<file path="config.mk">
export PLATFORM = sky130hd
export DESIGN_NAME = pipe_hazard_ctrl
export DESIGN_NICKNAME = d
export VERILOG_FILES = /design/src/rtl/pipe_ctrl_pkg.sv /design/src/rtl/pipe_hazard_ctrl_fwd_unit.sv /design/src/rtl/pipe_hazard_ctrl.sv
export SDC_FILE = /design/constraint.sdc
export NUM_CORES = 1
export LEC_CHECK = 0
export CAP_MARGIN = 40
export CORE_MARGIN = 4
export CORE_UTILIZATION = 35
export CTS_CLUSTER_SIZE = 25
export DETAILED_ROUTE_END_ITERATION = 16
export GPL_ROUTABILITY_DRIVEN = 0
export PLACE_DENSITY = 0.72
export SETUP_SLACK_MARGIN = 0.15
export SKIP_CTS_REPAIR_TIMING = 1
export SYNTH_ARGS = -nofsm -noshare
export SYNTH_HDL_FRONTEND = slang
export SYNTH_HIERARCHICAL = 1
export SYNTH_SLANG_ARGS = --single-unit
</file>
<file path="constraint.sdc">
create_clock -name clk -period 2.5 [get_ports clk]
set_input_delay 0.25 -clock clk [delete_from_list [all_inputs] [get_ports clk]]
set_output_delay 0.25 -clock clk [all_outputs]
set_load 0.01 [all_outputs]
</file>
<file path="src/rtl/pipe_ctrl_pkg.sv">
// Shared types and constants for the pipeline hazard controller.
package pipe_ctrl_pkg;

    typedef enum logic [1:0] {
        RUN      = 2'd0,
        MEM_WAIT = 2'd1,
        REDIRECT = 2'd2
    } ctrl_state_t;

    localparam logic [1:0] FWD_RF  = 2'd0;
    localparam logic [1:0] FWD_WB  = 2'd1;
    localparam logic [1:0] FWD_MEM = 2'd2;

    localparam logic [4:0] REG_ZERO = 5'd0;

endpackage

</file>
<file path="src/rtl/pipe_hazard_ctrl_fwd_unit.sv">
// EX-stage operand forwarding select for a single source register.
module fwd_unit
    import pipe_ctrl_pkg::*;
(
    input  logic [4:0] src_reg,
    input  logic [4:0] mem_write_reg,
    input  logic       mem_reg_write,
    input  logic [4:0] wb_write_reg,
    input  logic       wb_reg_write,
    output logic [1:0] sel
);

    // MEM holds the younger result, so it wins over WB; x0 is never forwarded.
    always_comb begin
        sel = FWD_RF;
        if (mem_reg_write && (mem_write_reg != REG_ZERO) && (mem_write_reg == src_reg))
            sel = FWD_MEM;
        else if (wb_reg_write && (wb_write_reg != REG_ZERO) && (wb_write_reg == src_reg))
            sel = FWD_WB;
    end

endmodule

</file>
<file path="src/rtl/pipe_hazard_ctrl.sv">
// Hazard and sequencing controller for a 5-stage RV32 pipeline: stalls,
// flushes, redirect bubbles, forwarding selects and performance counters.
module pipe_hazard_ctrl
    import pipe_ctrl_pkg::*;
#(
    parameter int unsigned FETCH_LAT = 1,
    parameter int unsigned CNT_W     = 32
) (
    input  logic             clk,
    input  logic             reset,
    input  logic [4:0]       id_rs1,
    input  logic [4:0]       id_rs2,
    input  logic             id_uses_rs1,
    input  logic             id_uses_rs2,
    input  logic [4:0]       ex_rs1,
    input  logic [4:0]       ex_rs2,
    input  logic [4:0]       ex_write_reg,
    input  logic             ex_reg_write,
    input  logic             ex_mem_reg,
    input  logic [4:0]       mem_write_reg,
    input  logic             mem_reg_write,
    input  logic             mem_redirect,
    input  logic             mem_req,
    input  logic             mem_ready,
    input  logic [4:0]       wb_write_reg,
    input  logic             wb_reg_write,
    output logic             pc_en,
    output logic             ifid_en,
    output logic             idex_en,
    output logic             exmem_en,
    output logic             memwb_en,
    output logic             ifid_flush,
    output logic             idex_flush,
    output logic             exmem_flush,
    output logic             memwb_flush,
    output logic [1:0]       fwd_a,
    output logic [1:0]       fwd_b,
    output logic [CNT_W-1:0] stall_cycles,
    output logic [CNT_W-1:0] redirect_count
);

    ctrl_state_t state;
    logic [2:0]  bub_cnt;
    logic        redirect;
    logic        mem_wait;
    logic        load_use;
    logic        load_use_stall;
    logic [1:0]  fwd_a_raw;
    logic [1:0]  fwd_b_raw;

    fwd_unit u_fwd_a (
        .src_reg       (ex_rs1),
        .mem_write_reg (mem_write_reg),
        .mem_reg_write (mem_reg_write),
        .wb_write_reg  (wb_write_reg),
        .wb_reg_write  (wb_reg_write),
        .sel           (fwd_a_raw)
    );

    fwd_unit u_fwd_b (
        .src_reg       (ex_rs2),
        .mem_write_reg (mem_write_reg),
        .mem_reg_write (mem_reg_write),
        .wb_write_reg  (wb_write_reg),
        .wb_reg_write  (wb_reg_write),
        .sel           (fwd_b_raw)
    );

    // The same condition both enters and holds MEM_WAIT, so state only matters for bubbles.
    assign redirect = mem_redirect;
    assign mem_wait = !mem_redirect && mem_req && !mem_ready;
    assign load_use = ex_mem_reg && ex_reg_write && (ex_write_reg != REG_ZERO) &&
                      ((id_uses_rs1 && (id_rs1 == ex_write_reg)) ||
                       (id_uses_rs2 && (id_rs2 == ex_write_reg)));
    assign load_use_stall = load_use && !redirect && !mem_wait;

    always_comb begin
        pc_en       = 1'b1;
        ifid_en     = 1'b1;
        idex_en     = 1'b1;
        exmem_en    = 1'b1;
        memwb_en    = 1'b1;
        ifid_flush  = 1'b0;
        idex_flush  = 1'b0;
        exmem_flush = 1'b0;
        memwb_flush = 1'b0;
        fwd_a       = fwd_a_raw;
        fwd_b       = fwd_b_raw;
        if (reset) begin
            pc_en       = 1'b0;
            ifid_flush  = 1'b1;
            idex_flush  = 1'b1;
            exmem_flush = 1'b1;
            memwb_flush = 1'b1;
            fwd_a       = FWD_RF;
            fwd_b       = FWD_RF;
        end else if (redirect) begin
            ifid_flush  = 1'b1;
            idex_flush  = 1'b1;
            exmem_flush = 1'b1;
        end else if (mem_wait) begin
            pc_en       = 1'b0;
            ifid_en     = 1'b0;
            idex_en     = 1'b0;
            exmem_en    = 1'b0;
            memwb_flush = 1'b1;
        end else begin
            ifid_flush = (state == REDIRECT);
            if (load_use_stall) begin
                pc_en      = 1'b0;
                ifid_en    = 1'b0;
                idex_flush = 1'b1;
            end
        end
    end

    // A mem wait during redirect bubbles freezes the bubble count rather than dropping it.
    always_ff @(posedge clk) begin
        if (reset) begin
            state          <= RUN;
            bub_cnt        <= 3'd0;
            stall_cycles   <= '0;
            redirect_count <= '0;
        end else begin
            if (!pc_en && (stall_cycles != '1))
                stall_cycles <= stall_cycles + 1'b1;
            if (redirect && (redirect_count != '1))
                redirect_count <= redirect_count + 1'b1;

            if (redirect) begin
                if (FETCH_LAT > 0) begin
                    state   <= REDIRECT;
                    bub_cnt <= 3'(FETCH_LAT);
                end else begin
                    state   <= RUN;
                    bub_cnt <= 3'd0;
                end
            end else if (mem_wait) begin
                if (state != REDIRECT)
                    state <= MEM_WAIT;
            end else if (state == REDIRECT) begin
                if (bub_cnt <= 3'd1) begin
                    state   <= RUN;
                    bub_cnt <= 3'd0;
                end else begin
                    bub_cnt <= bub_cnt - 3'd1;
                end
            end else begin
                state <= RUN;
            end
        end
    end

endmodule

</file>
After elaboration in Yosys (flattened, before gate mapping)
Index checks and enable logic that the tools add are counted.
{"block": "word_totals", "ff_bits": 69, "latchBits": 0, "ramBits": 0, "rom_bits": 0, "inputBits": 46, "output_inout_bits": 77, "memories": 0}
{"block": "op_classes", "n_addsub": 3, "multipliers": 0, "div": 0, "magnitude_cmp": 1, "eq_ne": 15, "shifts": 0, "n_mux": 35, "bitwise": 1, "n_reduce_logical": 31}
{"operator": "$add 32x1->32 const B", "n": 2}
{"operator": "$ne 32x32->1 const B", "n": 2}
{"operator": "$eq 5x5->1", "n": 6}
{"operator": "$mux 1", "n": 25}
{"operator": "$mux 2", "n": 9}
{"operator": "$logic_and 1x1->1", "n": 17}
{"operator": "$reduce_bool 5->1", "n": 3}
{"operator": "$reduce_and 2->1", "n": 4}
{"operator": "$ne 3x2->1 const B", "n": 2}
{"operator": "$logic_not 1->1", "n": 4}
{"operator": "$ne 2x2->1 const B", "n": 2}
{"operator": "$ne 4x3->1 const B", "n": 1}
{"operator": "$le 3x1->1 const B", "n": 1}
{"operator": "$mux 3", "n": 1}
{"operator": "$sub 3x1->3 const B", "n": 1}
{"operator": "$eq 2x2->1 const B", "n": 1}
{"operator": "$ne 2x1->1 const B", "n": 1}
{"operator": "$reduce_bool 2->1", "n": 1}
{"operator": "$reduce_or 2->1", "n": 1}
{"operator": "$logic_or 1x1->1", "n": 1}
{"operator": "$not 1->1", "n": 1}

Longest topological paths before layout
Gate-level depths: netlist of run 1.
{"block": "depth", "depth_word": 12, "mapped_depth": 9, "depth_no_buf": 7}

Cells and area by module
Netlist of run 1, hierarchy kept.
{"mod": "pipe_hazard_ctrl", "n_inst": 1, "cells_per_inst": 420, "area_per_inst_um2": 3454.6}
{"mod": "fwd_unit", "n_inst": 2, "cells_per_inst": 20, "area_per_inst_um2": 151.4}

Worst setup path before layout of run 1
No wires, ideal clock.
{"block": "synth_timing", "path_kind": "flip-flop to flip-flop", "start": "register redirect_count[3]", "end": "register redirect_count[21]", "setup_time_ns": 0.070, "arrival_time_ns": 1.961, "required_time_ns": 2.430, "setup_slack_ns": 0.469, "stages_incl_launch_ff": 9, "cell_sequence": "dfxtp_1 -> and4_4 -> and4_1 -> buf_4 -> nand2_2 -> or3_4 -> buf_6 -> or3_1 -> a21oi_1"}
{"block": "synth_between", "elab_chain_len": 2, "word_cells_on_any_way": 3}
{"element": "start: declaration", "line_no": "pipe_hazard_ctrl.sv:39", "source": "output logic [CNT_W-1:0] redirect_count"}
{"element": "start signal: assignment", "line_no": "pipe_hazard_ctrl.sv:128", "source": "redirect_count <= redirect_count + 1'b1;"}
{"element": "branches (longest 2 deep; another with $add 32x1->32)"}
Parallel ways; which one is timed is not known.
A chain may end at the register's enable or synchronous reset.

Worst setup path in the final report of run 1
{"block": "layout_timing", "start": "input port ex_write_reg[4]", "end": "output port pc_en"}
{"block": "layout_between", "elab_chain_len": 10, "word_cells_on_any_way": 14}
{"element": "start: declaration", "line_no": "pipe_hazard_ctrl.sv:17", "source": "input logic [4:0] ex_write_reg,"}
{"element": "$eq 5x5->1, on equally long branches", "line_no": "pipe_hazard_ctrl.sv:73, pipe_hazard_ctrl.sv:74"}
{"element": "$logic_and 1x1->1, on equally long branches", "line_no": "pipe_hazard_ctrl.sv:73, pipe_hazard_ctrl.sv:74"}
{"element": "$logic_or 1x1->1", "line_no": "pipe_hazard_ctrl.sv:73", "source": "((id_uses_rs1 && (id_rs1 == ex_write_reg)) ||"}
{"element": "$logic_and 1x1->1 *", "line_no": "pipe_hazard_ctrl.sv:72", "source": "assign load_use = ex_mem_reg && ex_reg_write && (ex_write_reg != REG_ZERO) &&"}
{"element": "$logic_and 1x1->1 * (2 in a row)", "line_no": "pipe_hazard_ctrl.sv:75", "source": "assign load_use_stall = load_use && !redirect && !mem_wait;"}
{"element": "$mux 1 *", "line_no": "pipe_hazard_ctrl.sv:109", "source": "if (load_use_stall) begin"}
{"element": "$mux 1 *", "line_no": "pipe_hazard_ctrl.sv:101", "source": "end else if (mem_wait) begin"}
{"element": "$mux 1 *", "line_no": "pipe_hazard_ctrl.sv:97", "source": "end else if (redirect) begin"}
{"element": "$mux 1 *", "line_no": "pipe_hazard_ctrl.sv:89", "source": "if (reset) begin"}
{"element": "end: declaration", "line_no": "pipe_hazard_ctrl.sv:27", "source": "output logic pc_en,"}
Every way passes the cells marked *; elsewhere a longest branch is shown, timed or not.

==> results of run 1 <==
[cell families after synthesis]
| group | share of synthesized area, % |
|---|---|
| simple gates | 32.5 |
| compound gates | 7.66 |
| other cells | 0.0998 |
| fa+ha+maj | 1.33 |
| flops | 36.8 |
| buf+inv | 3.43 |
| xor+xnor | 18.2 |
[per-stage QoR]
step | util [%] | instances | hold WS, ns
after global routing | 51.9 | 727 | 0.116
after global placement | 49.7 | 713 | 0.471
after floorplan | - | 460 | 0.457
final | 51.9 | 727 | 0.130
after CTS | 51.1 | 726 | 0.113
after detailed placement | 49.7 | 713 | 0.478
[worst register-to-register path, delay by kind of cell (launching register included)]
family	cells	cell delay (ns)
flip-flops	1	0.45
AND/OR/NAND/NOR	5	1.52
AO/OA/AOI/OAI	1	0.14
[cell type report]
cell class                 instances  area [µm²]  share of cell area [%]
tap                              136         170                    3.16
clock inverter                     3        15.0                   0.279
inverter                           9        33.8                   0.628
multi-input combinational        363        2290                    42.5
sequential                        69        1380                    25.7
timing repair buffer             137        1360                    25.2
clock buffer                      10         138                    2.56
[cell usage in the layout (no fill, tap or decap), types with 4 or more instances in the layout]
cell type	n
nor2b_1	9
or3_1	10
buf_4	15
xor2_1	51
nand2_1	31
nor3_1	9
clkdlybuf4s50_1	109
a21oi_1	19
nor2_1	67
dlymetal6s2s_1	10
inv_1	8
nand4_1	24
clkbuf_8	10
nand3_1	39
o21ai_0	12
ha_1	4
dfxtp_1	69
and4_1	4
xnor2_1	27
and3_1	21
[how the worst max path moves through the flow]
stage	start	endpoint	slack [ns]
floorplan	redirect_count[3]	redirect_count[21]	0.47
global placement	ex_write_reg[1]	pc_en	-0.09
detailed placement	ex_write_reg[1]	pc_en	-0.09
CTS	ex_write_reg[1]	pc_en	-0.1
global route	stall_cycles[0]	stall_cycles[18]	0.16
finish	ex_write_reg[4]	pc_en	0.31
[per-layer routing]
metal	up-vias	global-route usage (%)	share of wire (%)
met5	-	0	0
met4	0	4.70	1.9
met3	17	5.65	5.6
met2	84	28.8	50
met1	1693	19.7	43
li1	1851	-	-
[registers in the layout (all words and copies together) (netlist names)]
signal,count
bub_cnt,3
redirect_count,32
stall_cycles,32
state,2
[power breakdown]
group,internal (W),switching (W)
sequential,0.00111,0.0000128
combinational,0.000147,0.000127
clock,0.000365,0.000395
==> results.sh, run 1 <==
export IMPL_status="finished, final reports clean"
export IMPL_grt_total_usage_pct=16.7
export IMPL_rr_endpoint="redirect_count[27]"
export IMPL_yosys_cell_count_top_type="dfxtp_1"
export IMPL_drtPass1Iterations=4
export IMPL_drive_gt1_share_pct=9.14
export IMPL_synth_seq_area_share_pct=36.8
export IMPL_synthTopCellsByArea="dfxtp_1, xor2_1, nor2_1, xnor2_1, nand3_1"
export IMPL_clk_latency_ns=0.34
export IMPL_hold_end="state[1]"
export IMPL_synth_yosys_warnings=6
export IMPL_grt_max_degree=50
export IMPL_synth_edf_count=0
export IMPL_max_stage_delay_ns=0.42
export IMPL_power_w=0.00216
export IMPL_port_buffers=121
export IMPL_routed_wl_um=10300
export IMPL_path_max_fanout=3
export IMPL_reg2reg_depth=6
export IMPL_layout_min_cycle_time_ns=2.19
export IMPL_layout_setup_ws_ns=0.312
export IMPL_hold_class="primary input to register"
export IMPL_p_per_area_nw_per_um2=401
export IMPL_globalRouteOverflowTotal=0
export IMPL_post_dp_hpwl_um=7790
export IMPL_cts_tree="done"
export IMPL_rsz0062_at_grt="false"
export IMPL_drc=0
export IMPL_ys_flop_type="dfxtp_1"
export IMPL_drv_slew=0
export IMPL_ys_ff_latch=69
export IMPL_r2r_start="redirect_count[3]"
export IMPL_clk_path_buf_depth=2
export IMPL_via_per_inst=5.01
export IMPL_cp_slowest_cell="clkdlybuf4s50_1"
export IMPL_finalSetupViolations=0
export IMPL_ys_types=41
export IMPL_synth_top_area_share_pct=36.8
export IMPL_worstPathRequired_ns=2.25
export IMPL_synthCells=460
export IMPL_cts_buffers=9
export IMPL_cp_end_kind="output port"
export IMPL_place_ws_ns=-0.0905
export IMPL_clkTransAtPathRegs_ns=0.06
export IMPL_r2r_setup_slack_ns=0.32
export IMPL_synth_commonest_cells="dfxtp_1, nor2_1, xor2_1"
export IMPL_cp_cell_sequence="clkdlybuf4s50_1 > or4_4 > o211ai_1 > buf_4 > nor2_1 > a21o_1 > inv_2 > buf_6"
export IMPL_crit_path_start_kind="primary input"
export IMPL_tns_ns=0
export IMPL_crit_cells=8
export IMPL_worst_path_buf_inv=4
export IMPL_whs_path_depth=2
export IMPL_peakVddDrop_mv=0.249
export IMPL_io_pins=123
export IMPL_async_reset_ff_share_pct=0
export IMPL_cp_arrival_ns=1.94
export IMPL_placeableCoreArea_um2=10400
export IMPL_die_h_um=112
export IMPL_worstMarginPinSlew_ns=0.606
export IMPL_fmax_mhz=457
export IMPL_wl_per_cell_um=14.2
export IMPL_grt_pass1_vias=3708
export IMPL_cap_violations=0
export IMPL_slew_headroom_pct=59.1
export IMPL_nFillCells=972
export IMPL_cts_sinks=69
export IMPL_hold_viol=0
export IMPL_num_antenna_cells=0
export IMPL_area_growth_pct=43.2
export IMPL_root_buffer="clkbuf_8"
export IMPL_placed_cell_area_um2=5150
export IMPL_synth_area_um2=3760
export IMPL_htreeDepth=3
export IMPL_syn_nets=510
export IMPL_rows=37
export IMPL_vias=3645
export IMPL_drt_iter0_drc=129
export IMPL_avgSynthCellArea_um2=8.17
export IMPL_antenna_found_initial=0
export IMPL_leakagePower_nw=2.07
export IMPL_final_area_um2=5380
export IMPL_timing_final_crit_share_pct=87.5
export IMPL_layout_nets=639
export IMPL_cp_top_family="buffers and inverters"
export IMPL_hold_start="reset"
export IMPL_synth_largest_area_cell="dfxtp_1"
export IMPL_grt_pass1_wl_um=17600
export IMPL_skew_ns=0.0123
export IMPL_dieArea_um2=12500
export IMPL_antenna_left=0
export IMPL_worstSetupPathType="primary input to output port"
export IMPL_dieWidth_um=112
export IMPL_initial_core_util_pct=36.2
Note: power is estimated with default switching activity, not from simulation.
==> run 2, diff against run 1 <==
==> constraint.sdc (replaced) <==
create_clock -name clk -period 2.5 [get_ports clk]
set_input_delay 0.5 -clock clk [delete_from_list [all_inputs] [get_ports clk]]
set_output_delay 0.5 -clock clk [all_outputs]
set_load 0.01 [all_outputs]
==> run 2 against run 1 <==
Against the previous run:
- worst hold slack improved by 0.35 ns
- cell count increased by 2.5%
- worst setup slack worse by 0.30 ns
- non-clock buffer count grew 15
- maximum frequency is 12% lower
- die area unchanged
- via count grew 3.5%
- critical endpoint unchanged
- register-to-register slack got worse by 0.08 ns
- clock power is 24% higher
- design area rose by 8.3%
==> results.sh, run 2 (synthesis gave the netlist of run 1 again) <==
export IMPL_status="finished, final reports clean"
export IMPL_layout_nets=654
export IMPL_drive_gt1_share_pct=17.1
export IMPL_hold_end="bub_cnt[0]"
export IMPL_reg2reg_depth=8
export IMPL_path_max_fanout=3
export IMPL_whs_path_depth=2
export IMPL_htreeDepth=3
export IMPL_placeableCoreArea_um2=10400
export IMPL_place_ws_ns=-0.591
export IMPL_cts_sinks=69
export IMPL_cp_arrival_ns=1.98
export IMPL_cp_end_kind="output port"
export IMPL_peakVddDrop_mv=0.320
export IMPL_clkTransAtPathRegs_ns=0.07
export IMPL_grt_pass1_vias=3597
export IMPL_cp_slowest_cell="or4_4"
export IMPL_area_growth_pct=55.1
export IMPL_post_dp_hpwl_um=7770
export IMPL_rr_endpoint="stall_cycles[11]"
export IMPL_via_per_inst=5.06
export IMPL_num_antenna_cells=0
export IMPL_cts_buffers=9
export IMPL_dieArea_um2=12500
export IMPL_grt_total_usage_pct=16.3
export IMPL_finalSetupViolations=0
export IMPL_port_buffers=121
export IMPL_cap_violations=0
export IMPL_cp_top_family="simple AND/OR/NAND/NOR gates"
export IMPL_io_pins=123
export IMPL_routed_wl_um=11000
export IMPL_crit_path_start_kind="primary input"
export IMPL_die_h_um=112
export IMPL_initial_core_util_pct=36.2
export IMPL_drt_iter0_drc=100
export IMPL_globalRouteOverflowTotal=0
export IMPL_rsz0062_at_grt="true"
export IMPL_clk_path_buf_depth=2
export IMPL_timing_final_crit_share_pct=99.4
export IMPL_cp_startpoint="ex_write_reg[4]"
export IMPL_worstMarginPinSlew_ns=0.687
export IMPL_reg_top3="redirect_count (32), stall_cycles (32), bub_cnt (3)"
export IMPL_clk_latency_ns=0.34
export IMPL_leakagePower_nw=2.36
export IMPL_grt_max_degree=66
export IMPL_grt_pass1_wl_um=17200
export IMPL_r2r_start="stall_cycles[14]"
export IMPL_drc=0
export IMPL_slew_headroom_pct=54.2
export IMPL_fmax_mhz=403
export IMPL_dieWidth_um=112
export IMPL_drtPass1Iterations=4
export IMPL_vias=3773
export IMPL_antenna_left=0
export IMPL_p_per_area_nw_per_um2=409
export IMPL_hold_class="primary input to register"
export IMPL_layout_common_cells="clkdlybuf4s50_1, dfxtp_1, nor2_1, xor2_1, dlymetal6s2s_1"
export IMPL_rows=37
export IMPL_skew_ns=0.0135
export IMPL_worst_path_buf_inv=4
export IMPL_drv_slew=0
export IMPL_r2r_setup_slack_ns=0.24
export IMPL_max_stage_delay_ns=0.53
export IMPL_root_buffer="clkbuf_8"
export IMPL_worstSetupPathType="primary input to output port"
export IMPL_worstPathRequired_ns=2.00
export IMPL_hold_viol=0
export IMPL_hold_start="reset"
export IMPL_path_common_cell="buf_6"
export IMPL_cts_tree="done"
export IMPL_wl_per_cell_um=14.8
export IMPL_power_w=0.00239
export IMPL_cp_cell_sequence="buf_6 > or4_4 > o211ai_1 > buf_4 > nor2_4 > a21o_4 > inv_2 > buf_6"
export IMPL_final_common_cell="clkdlybuf4s50_1"
export IMPL_antenna_found_initial=0
export IMPL_layout_min_cycle_time_ns=2.48
export IMPL_layout_setup_ws_ns=0.0162
==> run 2: cell count changes in the layout (fill, tap and decap cells not counted), moves of 3 or more <==
cell             change
buf_4                +9
dlymetal6s2s_1      +23
nor2_1               -4
nand3_1             -11
clkdlybuf4s50_1     -31
clkbuf_2             +4
nand3_4             +10
nor2_2               +3
buf_6                +5
==> run 2: worst register-to-register path, delay by kind of cell, from the launching register on <==
kind,cells,cell delay [ns]
flops,1,0.43
xor+xnor,1,0.15
buf+inv,1,0.26
simple gates,6,1.27
==> run 2: power breakdown <==
| group | switching (W) | internal, W | leakage, nW |
|---|---|---|---|
| sequential | 0.0000131 | 0.00111 | 0.557 |
| clock | 0.000430 | 0.000515 | 0.102 |
| combinational | 0.000148 | 0.000170 | 1.70 |
==> run 2: area by class of cell <==
| type | count | area, µm² |
|---|---|---|
| Inverter | 9 | 33.8 |
| Multi-Input combinational cell | 363 | 2470 |
| Fill cell | 936 | 4540 |
| Clock buffer | 11 | 151 |
| Timing Repair Buffer | 152 | 1560 |
| Sequential cell | 69 | 1380 |
| Clock inverter | 5 | 58.8 |
| Tap cell | 136 | 170 |
==> run 2: how the worst max path moves through the flow <==
| stage | end | slack [ns] | depth (start not counted) |
|---|---|---|---|
| 4_1_cts | pc_en | -0.60 | 7 |
| 5_1_grt | pc_en | -0.003 | 8 |
| 2_1_floorplan | pc_en | 0.16 | 7 |
| 6_report | pc_en | 0.02 | 8 |
| 3_5_place_dp | pc_en | -0.59 | 7 |
| 3_3_place_gp | pc_en | -0.59 | 7 |
==> run 2: metrics by stage <==
step | utilization, % | cell area, µm² | setup TNS [ns] | cells | hold slack, ns
global placement | 50.3 | 5210 | -9.87 | 721 | 0.474
global route | 56.2 | 5830 | -0.00297 | 745 | 0.463
floorplan | - | 3760 | 0 | 460 | 0.457
detailed placement | 50.3 | 5210 | -10.87 | 721 | 0.476
CTS | 52.3 | 5420 | -3.57 | 737 | 0.424
finish | 56.2 | 5830 | 0 | 745 | 0.482
==> run 2: layer usage <==
metal	routed length [µm]	up-vias	GRT usage, %
li1	-	1885	-
met1	4610	1777	19.2
met2	5620	88	28.3
met3	537	23	4.73
met4	263	0	5.19
met5	0	-	0
